<file path="config.mk">
export PLATFORM = sky130hd
export DESIGN_NAME = spi_frame_rx
export DESIGN_NICKNAME = d
export VERILOG_FILES = /design/src/rtl/spi_frame_pkg.sv /design/src/rtl/spi_pin_sync.sv /design/src/rtl/spi_frame_rx.sv
export SDC_FILE = /design/constraint.sdc
export NUM_CORES = 2
export LEC_CHECK = 0
export CELL_PAD_IN_SITES_DETAIL_PLACEMENT = 1
export CELL_PAD_IN_SITES_GLOBAL_PLACEMENT = 1
export CORE_ASPECT_RATIO = 0.9
export CORE_MARGIN = 5
export CORE_UTILIZATION = 44
export DETAILED_ROUTE_END_ITERATION = 12
export GPL_TIMING_DRIVEN = 0
export PLACE_DENSITY = 0.82
export SETUP_SLACK_MARGIN = 0.02
export SYNTH_ARGS = -nofsm -noshare
export SYNTH_HDL_FRONTEND = slang
export SYNTH_SLANG_ARGS = --single-unit
</file>
<file path="constraint.sdc">
create_clock -name clk -period 41.1 [get_ports clk]
set_input_delay 8.22 -clock clk [delete_from_list [all_inputs] [get_ports clk]]
set_output_delay 8.22 -clock clk [all_outputs]
set_load 0.02 [all_outputs]
</file>
<file path="src/rtl/spi_frame_pkg.sv">
// Shared FSM state type and CRC-8 helper for the SPI control-frame receiver.
package spi_frame_pkg;

    typedef enum logic [2:0] {
        ARM   = 3'd0,
        IDLE  = 3'd1,
        RECV  = 3'd2,
        CHECK = 3'd3,
        HOLD  = 3'd4
    } state_e;

    localparam logic [7:0] CRC8_POLY = 8'h07;

    // One byte of CRC-8, MSB first, no reflection.
    function automatic logic [7:0] crc8_byte(input logic [7:0] crc, input logic [7:0] data);
        logic [7:0] c;
        c = crc ^ data;
        for (int i = 0; i < 8; i++) begin
            c = c[7] ? ({c[6:0], 1'b0} ^ CRC8_POLY) : {c[6:0], 1'b0};
        end
        return c;
    endfunction

endpackage

</file>
<file path="src/rtl/spi_pin_sync.sv">
// Brings the asynchronous MCU SPI pins into the clk domain and derives the
// SCLK rising edge and the CS edges the frame receiver acts on.
module spi_pin_sync #(
    parameter int SYNC_STAGES = 2
) (
    input  logic clk,
    input  logic rst,
    input  logic spi_sclk,
    input  logic spi_cs_n,
    input  logic spi_mosi,
    output logic sclk_rise,
    output logic cs_fall,
    output logic cs_rise,
    output logic cs_s,
    output logic mosi_s
);

    logic [SYNC_STAGES-1:0] sclk_sync_q;
    logic [SYNC_STAGES-1:0] cs_sync_q;
    logic [SYNC_STAGES-1:0] mosi_sync_q;
    logic                   sclk_prev_q;
    logic                   cs_prev_q;

    // CS resets as "selected" so a frame already running at reset release never looks like an idle bus.
    always_ff @(posedge clk or posedge rst) begin
        if (rst) begin
            sclk_sync_q <= '0;
            cs_sync_q   <= '0;
            mosi_sync_q <= '0;
            sclk_prev_q <= 1'b0;
            cs_prev_q   <= 1'b0;
        end else begin
            sclk_sync_q <= {sclk_sync_q[SYNC_STAGES-2:0], spi_sclk};
            cs_sync_q   <= {cs_sync_q[SYNC_STAGES-2:0], spi_cs_n};
            mosi_sync_q <= {mosi_sync_q[SYNC_STAGES-2:0], spi_mosi};
            sclk_prev_q <= sclk_sync_q[SYNC_STAGES-1];
            cs_prev_q   <= cs_sync_q[SYNC_STAGES-1];
        end
    end

    assign cs_s      = cs_sync_q[SYNC_STAGES-1];
    assign mosi_s    = mosi_sync_q[SYNC_STAGES-1];
    assign sclk_rise = sclk_sync_q[SYNC_STAGES-1] & ~sclk_prev_q;
    assign cs_fall   = ~cs_sync_q[SYNC_STAGES-1] & cs_prev_q;
    assign cs_rise   = cs_sync_q[SYNC_STAGES-1] & ~cs_prev_q;

endmodule

</file>
<file path="src/rtl/spi_frame_rx.sv">
// Oversampling SPI control-frame receiver: length check, frame publish and the
// time-update / WCW-reset / write strobe sequence. Define SPI_FRAME_CRC_EN to add a trailing CRC-8 byte.
module spi_frame_rx
    import spi_frame_pkg::*;
#(
    parameter int N_BYTES     = 51,
    parameter int TIME_BYTES  = 8,
    parameter int DELAY_WR    = 256,
    parameter int SYNC_STAGES = 2
) (
    input  logic                    clk,
    input  logic                    rst,
    input  logic                    spi_sclk,
    input  logic                    spi_cs_n,
    input  logic                    spi_mosi,
    output logic [8*N_BYTES-1:0]    frame_data,
    output logic [8*TIME_BYTES-1:0] time_preset,
    output logic                    frame_wr,
    output logic                    sys_time_update,
    output logic                    reset_wcw,
    output logic                    frame_err,
    output logic [15:0]             err_cnt,
    output logic                    busy,
    output state_e                  state_dbg
);

`ifdef SPI_FRAME_CRC_EN
    localparam int RX_BYTES = N_BYTES + 1;
`else
    localparam int RX_BYTES = N_BYTES;
`endif
    localparam int SR_W = 8 * RX_BYTES;
    localparam int FD_W = 8 * N_BYTES;
    localparam int TP_W = 8 * TIME_BYTES;
    localparam int BC_W = $clog2(RX_BYTES + 2);
    localparam int TM_W = $clog2(DELAY_WR);

    localparam logic [BC_W-1:0] BC_FULL = BC_W'(RX_BYTES);
    localparam logic [BC_W-1:0] BC_OVF  = BC_W'(RX_BYTES + 1);
    localparam logic [TM_W-1:0] TM_LOAD = TM_W'(DELAY_WR - 1);
    localparam logic [TM_W-1:0] TM_ONE  = TM_W'(1);

    logic sclk_rise;
    logic cs_fall;
    logic cs_rise;
    logic cs_s;
    logic mosi_s;

    spi_pin_sync #(
        .SYNC_STAGES(SYNC_STAGES)
    ) u_sync (
        .clk      (clk),
        .rst      (rst),
        .spi_sclk (spi_sclk),
        .spi_cs_n (spi_cs_n),
        .spi_mosi (spi_mosi),
        .sclk_rise(sclk_rise),
        .cs_fall  (cs_fall),
        .cs_rise  (cs_rise),
        .cs_s     (cs_s),
        .mosi_s   (mosi_s)
    );

    state_e            state_q, state_d;
    logic [SR_W-1:0]   shift_q, shift_d;
    logic [2:0]        bit_cnt_q, bit_cnt_d;
    logic [BC_W-1:0]   byte_cnt_q, byte_cnt_d;
    logic [FD_W-1:0]   frame_q, frame_d;
    logic [TM_W-1:0]   timer_q, timer_d;
    logic              stu_q, stu_d;
    logic              rwcw_q, rwcw_d;
    logic              wr_q, wr_d;
    logic              ferr_q, ferr_d;
    logic [15:0]       err_cnt_q, err_cnt_d;
    logic              reject_q, reject_d;
    logic              err_inc;
    logic              crc_ok;
    logic              frame_ok;
    logic [FD_W-1:0]   payload;
    logic [TP_W-1:0]   time_field;

`ifdef SPI_FRAME_CRC_EN
    logic [7:0] crc_q, crc_d;
    // Running the CRC over payload plus its own CRC byte leaves a zero residue on a clean frame.
    assign crc_ok = (crc_q == 8'h00);
`else
    assign crc_ok = 1'b1;
`endif

    assign payload    = shift_q[SR_W-1 -: FD_W];
    assign time_field = payload[FD_W-1 -: TP_W];
    assign frame_ok   = (byte_cnt_q == BC_FULL) && (bit_cnt_q == 3'd0) && crc_ok;

    always_comb begin
        state_d    = state_q;
        shift_d    = shift_q;
        bit_cnt_d  = bit_cnt_q;
        byte_cnt_d = byte_cnt_q;
        frame_d    = frame_q;
        timer_d    = timer_q;
        stu_d      = 1'b0;
        rwcw_d     = 1'b0;
        wr_d       = 1'b0;
        err_cnt_d  = err_cnt_q;
        reject_d   = reject_q;
        err_inc    = 1'b0;
`ifdef SPI_FRAME_CRC_EN
        crc_d      = crc_q;
`endif

        // A frame that started during HOLD is rejected once its CS release arrives.
        if (reject_q && cs_rise) begin
            err_inc  = 1'b1;
            reject_d = 1'b0;
        end

        case (state_q)
            ARM: begin
                if (cs_s) begin
                    state_d = IDLE;
                end
            end
            IDLE: begin
                if (cs_fall) begin
                    state_d    = RECV;
                    shift_d    = '0;
                    bit_cnt_d  = 3'd0;
                    byte_cnt_d = '0;
`ifdef SPI_FRAME_CRC_EN
                    crc_d      = 8'h00;
`endif
                end
            end
            RECV: begin
                if (cs_rise) begin
                    state_d = CHECK;
                end else if (sclk_rise) begin
                    shift_d   = {shift_q[SR_W-2:0], mosi_s};
                    bit_cnt_d = bit_cnt_q + 3'd1;
                    if (bit_cnt_q == 3'd7) begin
                        if (byte_cnt_q != BC_OVF) begin
                            byte_cnt_d = byte_cnt_q + 1'b1;
                        end
`ifdef SPI_FRAME_CRC_EN
                        crc_d = crc8_byte(crc_q, {shift_q[6:0], mosi_s});
`endif
                    end
                end
            end
            CHECK: begin
                state_d = IDLE;
                if (frame_ok) begin
                    frame_d = payload;
                    if (time_field == '0) begin
                        wr_d = 1'b1;
                    end else begin
                        state_d = HOLD;
                        timer_d = TM_LOAD;
                        stu_d   = 1'b1;
                        rwcw_d  = 1'b1;
                    end
                end else begin
                    err_inc = 1'b1;
                end
            end
            HOLD: begin
                if (cs_fall) begin
                    reject_d = 1'b1;
                end
                // timer_q counts the remaining high cycles of sys_time_update after this one.
                if (timer_q == '0) begin
                    state_d = IDLE;
                end else begin
                    timer_d = timer_q - 1'b1;
                    stu_d   = 1'b1;
                    rwcw_d  = (timer_q == TM_LOAD);
                    wr_d    = (timer_q == TM_ONE);
                end
            end
            default: begin
                state_d = ARM;
            end
        endcase

        ferr_d = err_inc;
        if (err_inc && (err_cnt_q != 16'hFFFF)) begin
            err_cnt_d = err_cnt_q + 16'd1;
        end
    end

    always_ff @(posedge clk or posedge rst) begin
        if (rst) begin
            state_q    <= ARM;
            shift_q    <= '0;
            bit_cnt_q  <= 3'd0;
            byte_cnt_q <= '0;
            frame_q    <= '0;
            timer_q    <= '0;
            stu_q      <= 1'b0;
            rwcw_q     <= 1'b0;
            wr_q       <= 1'b0;
            ferr_q     <= 1'b0;
            err_cnt_q  <= 16'd0;
            reject_q   <= 1'b0;
`ifdef SPI_FRAME_CRC_EN
            crc_q      <= 8'h00;
`endif
        end else begin
            state_q    <= state_d;
            shift_q    <= shift_d;
            bit_cnt_q  <= bit_cnt_d;
            byte_cnt_q <= byte_cnt_d;
            frame_q    <= frame_d;
            timer_q    <= timer_d;
            stu_q      <= stu_d;
            rwcw_q     <= rwcw_d;
            wr_q       <= wr_d;
            ferr_q     <= ferr_d;
            err_cnt_q  <= err_cnt_d;
            reject_q   <= reject_d;
`ifdef SPI_FRAME_CRC_EN
            crc_q      <= crc_d;
`endif
        end
    end

    assign frame_data      = frame_q;
    assign time_preset     = frame_q[FD_W-1 -: TP_W];
    assign frame_wr        = wr_q;
    assign sys_time_update = stu_q;
    assign reset_wcw       = rwcw_q;
    assign frame_err       = ferr_q;
    assign err_cnt         = err_cnt_q;
    assign busy            = (state_q == RECV) || (state_q == HOLD);
    assign state_dbg       = state_q;

endmodule
</file>
==> out/qor.log <==
INFO  timing         slew_headroom=5.23%
INFO  yosys          syn-cell-area=0.0347mm²
INFO  clocking       cts_post_setup_buffers_inserted=0
INFO  power          switching_share=26.1%
INFO  layout         layout.nets=3558
INFO  timing         post-route-period-util=27.9%
INFO  timing         max_clock_freq=0.0873GHz
INFO  worst_setup_path worstSetupPathType=flop to output port
INFO  timing         worst-slew-pin-transition=1.41ns
INFO  clocking       cells_resized_by_post_cts_repair=0
INFO  power          power_frac_comb=9.2%
INFO  timing         slew_violations=0
INFO  worst_setup_path crit_fanout=10
INFO  status         outcome=finished clean
INFO  clocking       cts_max_level=3
INFO  power          p_seq_share=46.3%
INFO  power          static-leakage-power=0.0231µW
INFO  worst_setup_path crit_arrival=3.23ns
INFO  place          io_buffer_count=500
INFO  job            drv.max_cap_violation_count=0
INFO  global_routing grt_pass1_wl=159000µm
INFO  floorplan      initial_utilization=44.4%
INFO  power          p_int=1370µW
INFO  timing         setup_total_negative_slack=0ns
INFO  layout         share_of_post_route_cells_with_drive_strength_above_1=21.9%
INFO  route          drt.antenna.violating_nets=0
INFO  clocking       cts_num_sinks=865
INFO  layout         utilization=56.6%
INFO  route          detail_route.wl_per_cell=21.5µm
INFO  yosys          synth_most_common_cell=dfrtp_1
INFO  worst_setup_path setup.worst_path.start_class=flop
INFO  clocking       cts_root_buffer=clkbuf_16
INFO  timing         setup_viol=0
INFO  global_routing grt_start_max_net_pins=125
INFO  floorplan      die_width=306µm
INFO  floorplan      placement_rows=97
INFO  floorplan      die_area=0.0845mm²
INFO  yosys          synth_area_leaders=dfrtp_1 62%, mux2_2 10%, nand2_1 9.1%, nand3_1 6.1%, mux2_4 3.9%
INFO  power          power_switching=485µW
INFO  worst_setup_path end_kind=output port
INFO  route          detailedRoute.firstPassIterationCount=5
INFO  route          drt_wl_total=100000µm
INFO  yosys          yosys.area.top_type=dfrtp_1
INFO  yosys          synth-async-reset-ratio=100%
INFO  clocking       post_cts_hold_buffer_count=0
INFO  clocking       cts_made_buffers=90
INFO  timing         finalHoldViolCount=0
INFO  route          drc=0
INFO  power          power_density=42.0mW/mm²
INFO  place          dpl-instance-area=0.0412mm²
INFO  floorplan      io-pin-count=501
INFO  layout         layout-area-overhead-vs-synth=27.5%
INFO  timing         grt_setup_unrepaired=no
INFO  place          gp_congestion=0.790
INFO  power          power_frac_clock=44.4%
INFO  yosys          avgSynthCellArea=11.8µm²
INFO  place          post-dp-hpwl=68200µm
INFO  yosys          netlist_instances=2944
INFO  yosys          synth_sequential_area_ratio=62.4%
INFO  yosys          flops_latches_synth=865
INFO  layout         finalInstanceArea=0.0442mm²
INFO  worst_setup_path crit_required=32.88ns
INFO  power          vdd.ir_drop.worst=0.0344mV
INFO  floorplan      die-height=276µm
INFO  min_path       hold_path.class=flop to flop
INFO  clocking       clk_latency=0.64ns
INFO  route          drtIter0Drc=1229
INFO  yosys          synth_top_area_share=62.4%
INFO  yosys          ys.warnings.count=0
INFO  yosys          synth_top_cells_by_count=865 x dfrtp_1, 840 x nand2_1, 421 x nand3_1
INFO  power          total_chip_power=1860µW
INFO  route          average_via_count_per_standard_cell=5.21
INFO  floorplan      design.core.area=0.0780mm²
INFO  global_routing grt_pass1_vias=26700
INFO  yosys          synth_top_flop_cell=dfrtp_1
INFO  global_routing grt_antenna_before_repair=2
INFO  yosys          ys_types=53
INFO  timing         finClkSkew=0.0223ns
INFO  clocking       cts_max_path_buffers=3
INFO  yosys          edff_count_synth=0
INFO  route          vias=24200
INFO  clocking       cts_tree=yes
INFO  yosys          synth.net_count=2959
INFO  timing         final.min_clock_period=11.45ns
INFO  layout         layout.cells.non_filler=4655
INFO  global_routing groute.usage.overall=23.4%
INFO  clocking       clkSlewWorstSetupHoldPaths=0.06ns
INFO  place          dp.cells=4490
INFO  global_routing global_route.overflow_total=0
## cell usage in the layout, fill, tap and decap left out, types with 6 or more instances in the layout
| master | count |
|---|---|
| buf_2 | 109 |
| clkbuf_1 | 44 |
| xor2_1 | 15 |
| mux2_4 | 90 |
| nand4_1 | 9 |
| mux2_1 | 10 |
| nand3_1 | 421 |
| ha_1 | 10 |
| nor2_1 | 16 |
| nor4_1 | 18 |
| nand2_1 | 840 |
| clkinv_2 | 13 |
| nor3_1 | 8 |
| buf_6 | 47 |
| buf_4 | 72 |
| mux2_2 | 310 |
| inv_1 | 13 |
| buf_16 | 7 |
| clkdlybuf4s50_1 | 500 |
| clkbuf_8 | 21 |
| dfrtp_1 | 865 |
| clkbuf_16 | 91 |
| o21ai_0 | 9 |
| clkinvlp_4 | 6 |
## cells by family (layout without fill, tap and decap cells)
logic type / after synthesis / after routing / synth area share, %
compound gates: 30 / 30 / 0.628
simple gates: 1344 / 1344 / 16.7
fa+ha+maj: 10 / 10 / 0.361
buf+inv: 265 / 935 / 5.06
flops: 865 / 865 / 62.4
other cells: 0 / 2 / 0
xor+xnor: 20 / 20 / 0.505
mux: 410 / 410 / 14.3
## worst max-delay path, stage by stage, from the launching register on
cell and delay, ns:
dfrtp_1 0.39, buf_4 0.18, and2b_2 0.25, and2_1 0.12, buf_2 0.34, buf_2 0.42, or2_2 0.18, clkdlybuf4s50_1 0.70
## power by group through the flow
stage | Clock [µW] | Combinational [µW] | Sequential [µW]
6_report | 825 | 171 | 861
2_1_floorplan | 0 | 106 | 881
3_5_place_dp | 0 | 171 | 876
5_1_grt | 881 | 188 | 861
3_3_place_gp | 0 | 165 | 878
4_1_cts | 843 | 174 | 861
## per-stage QoR
step                hold WS [ns]  setup slack (ns)
detailed placement         0.336             29.47
global placement           0.334             -1.97
CTS                        0.345             29.57
floorplan                  0.331              8.57
global route               0.356             29.52
finish                     0.344             29.65
## flip-flops by register name, indices dropped and copies added, names as in the netlist, 2 cells and up
name                count
err_cnt                16
frame_data            408
state_dbg               3
timer_q                 8
bit_cnt_q               3
byte_cnt_q              6
u_sync.sclk_sync_q      2
u_sync.mosi_sync_q      2
payload               408
u_sync.cs_sync_q        2
## final timing paths
path	start	cells after the start	end	slack (ns)
min in group asynchronous	rst	2	frame_data[54]$_DFFE_PP0P_	8.13
max in group asynchronous	rst	6	frame_data[225]$_DFFE_PP0P_	30.31
worst max-delay path	state_dbg[2]$_DFFE_PP0P_	7	busy	29.65
worst min-delay path	u_sync.cs_sync_q[0]$_DFF_PP0_	0	u_sync.cs_sync_q[1]$_DFF_PP0_	0.34
worst min register to register	u_sync.cs_sync_q[0]$_DFF_PP0_	0	u_sync.cs_sync_q[1]$_DFF_PP0_	0.34
worst max register to register	payload[368]$_DFFE_PP0P_	6	timer_q[1]$_DFFE_PP0P_	37.94
## layout make-up
class	count	area [µm²]
Fill cell	8086	33900
Buffer	251	1700
Clock buffer	133	2650
Inverter	14	60.1
Clock inverter	30	360
Tap cell	1039	1300
Sequential cell	865	21600
Timing Repair Buffer	507	5200
Antenna cell	2	5.00
Multi-Input combinational cell	1814	11300
## per-layer routing
metal | global-route usage [%] | wire length [µm]
met5 | 0 | 0
met4 | 9.85 | 4820
met3 | 4.31 | 4310
met2 | 38.9 | 48800
met1 | 30.5 | 42400
No activity file was read; power rests on OpenSTA's default activity.
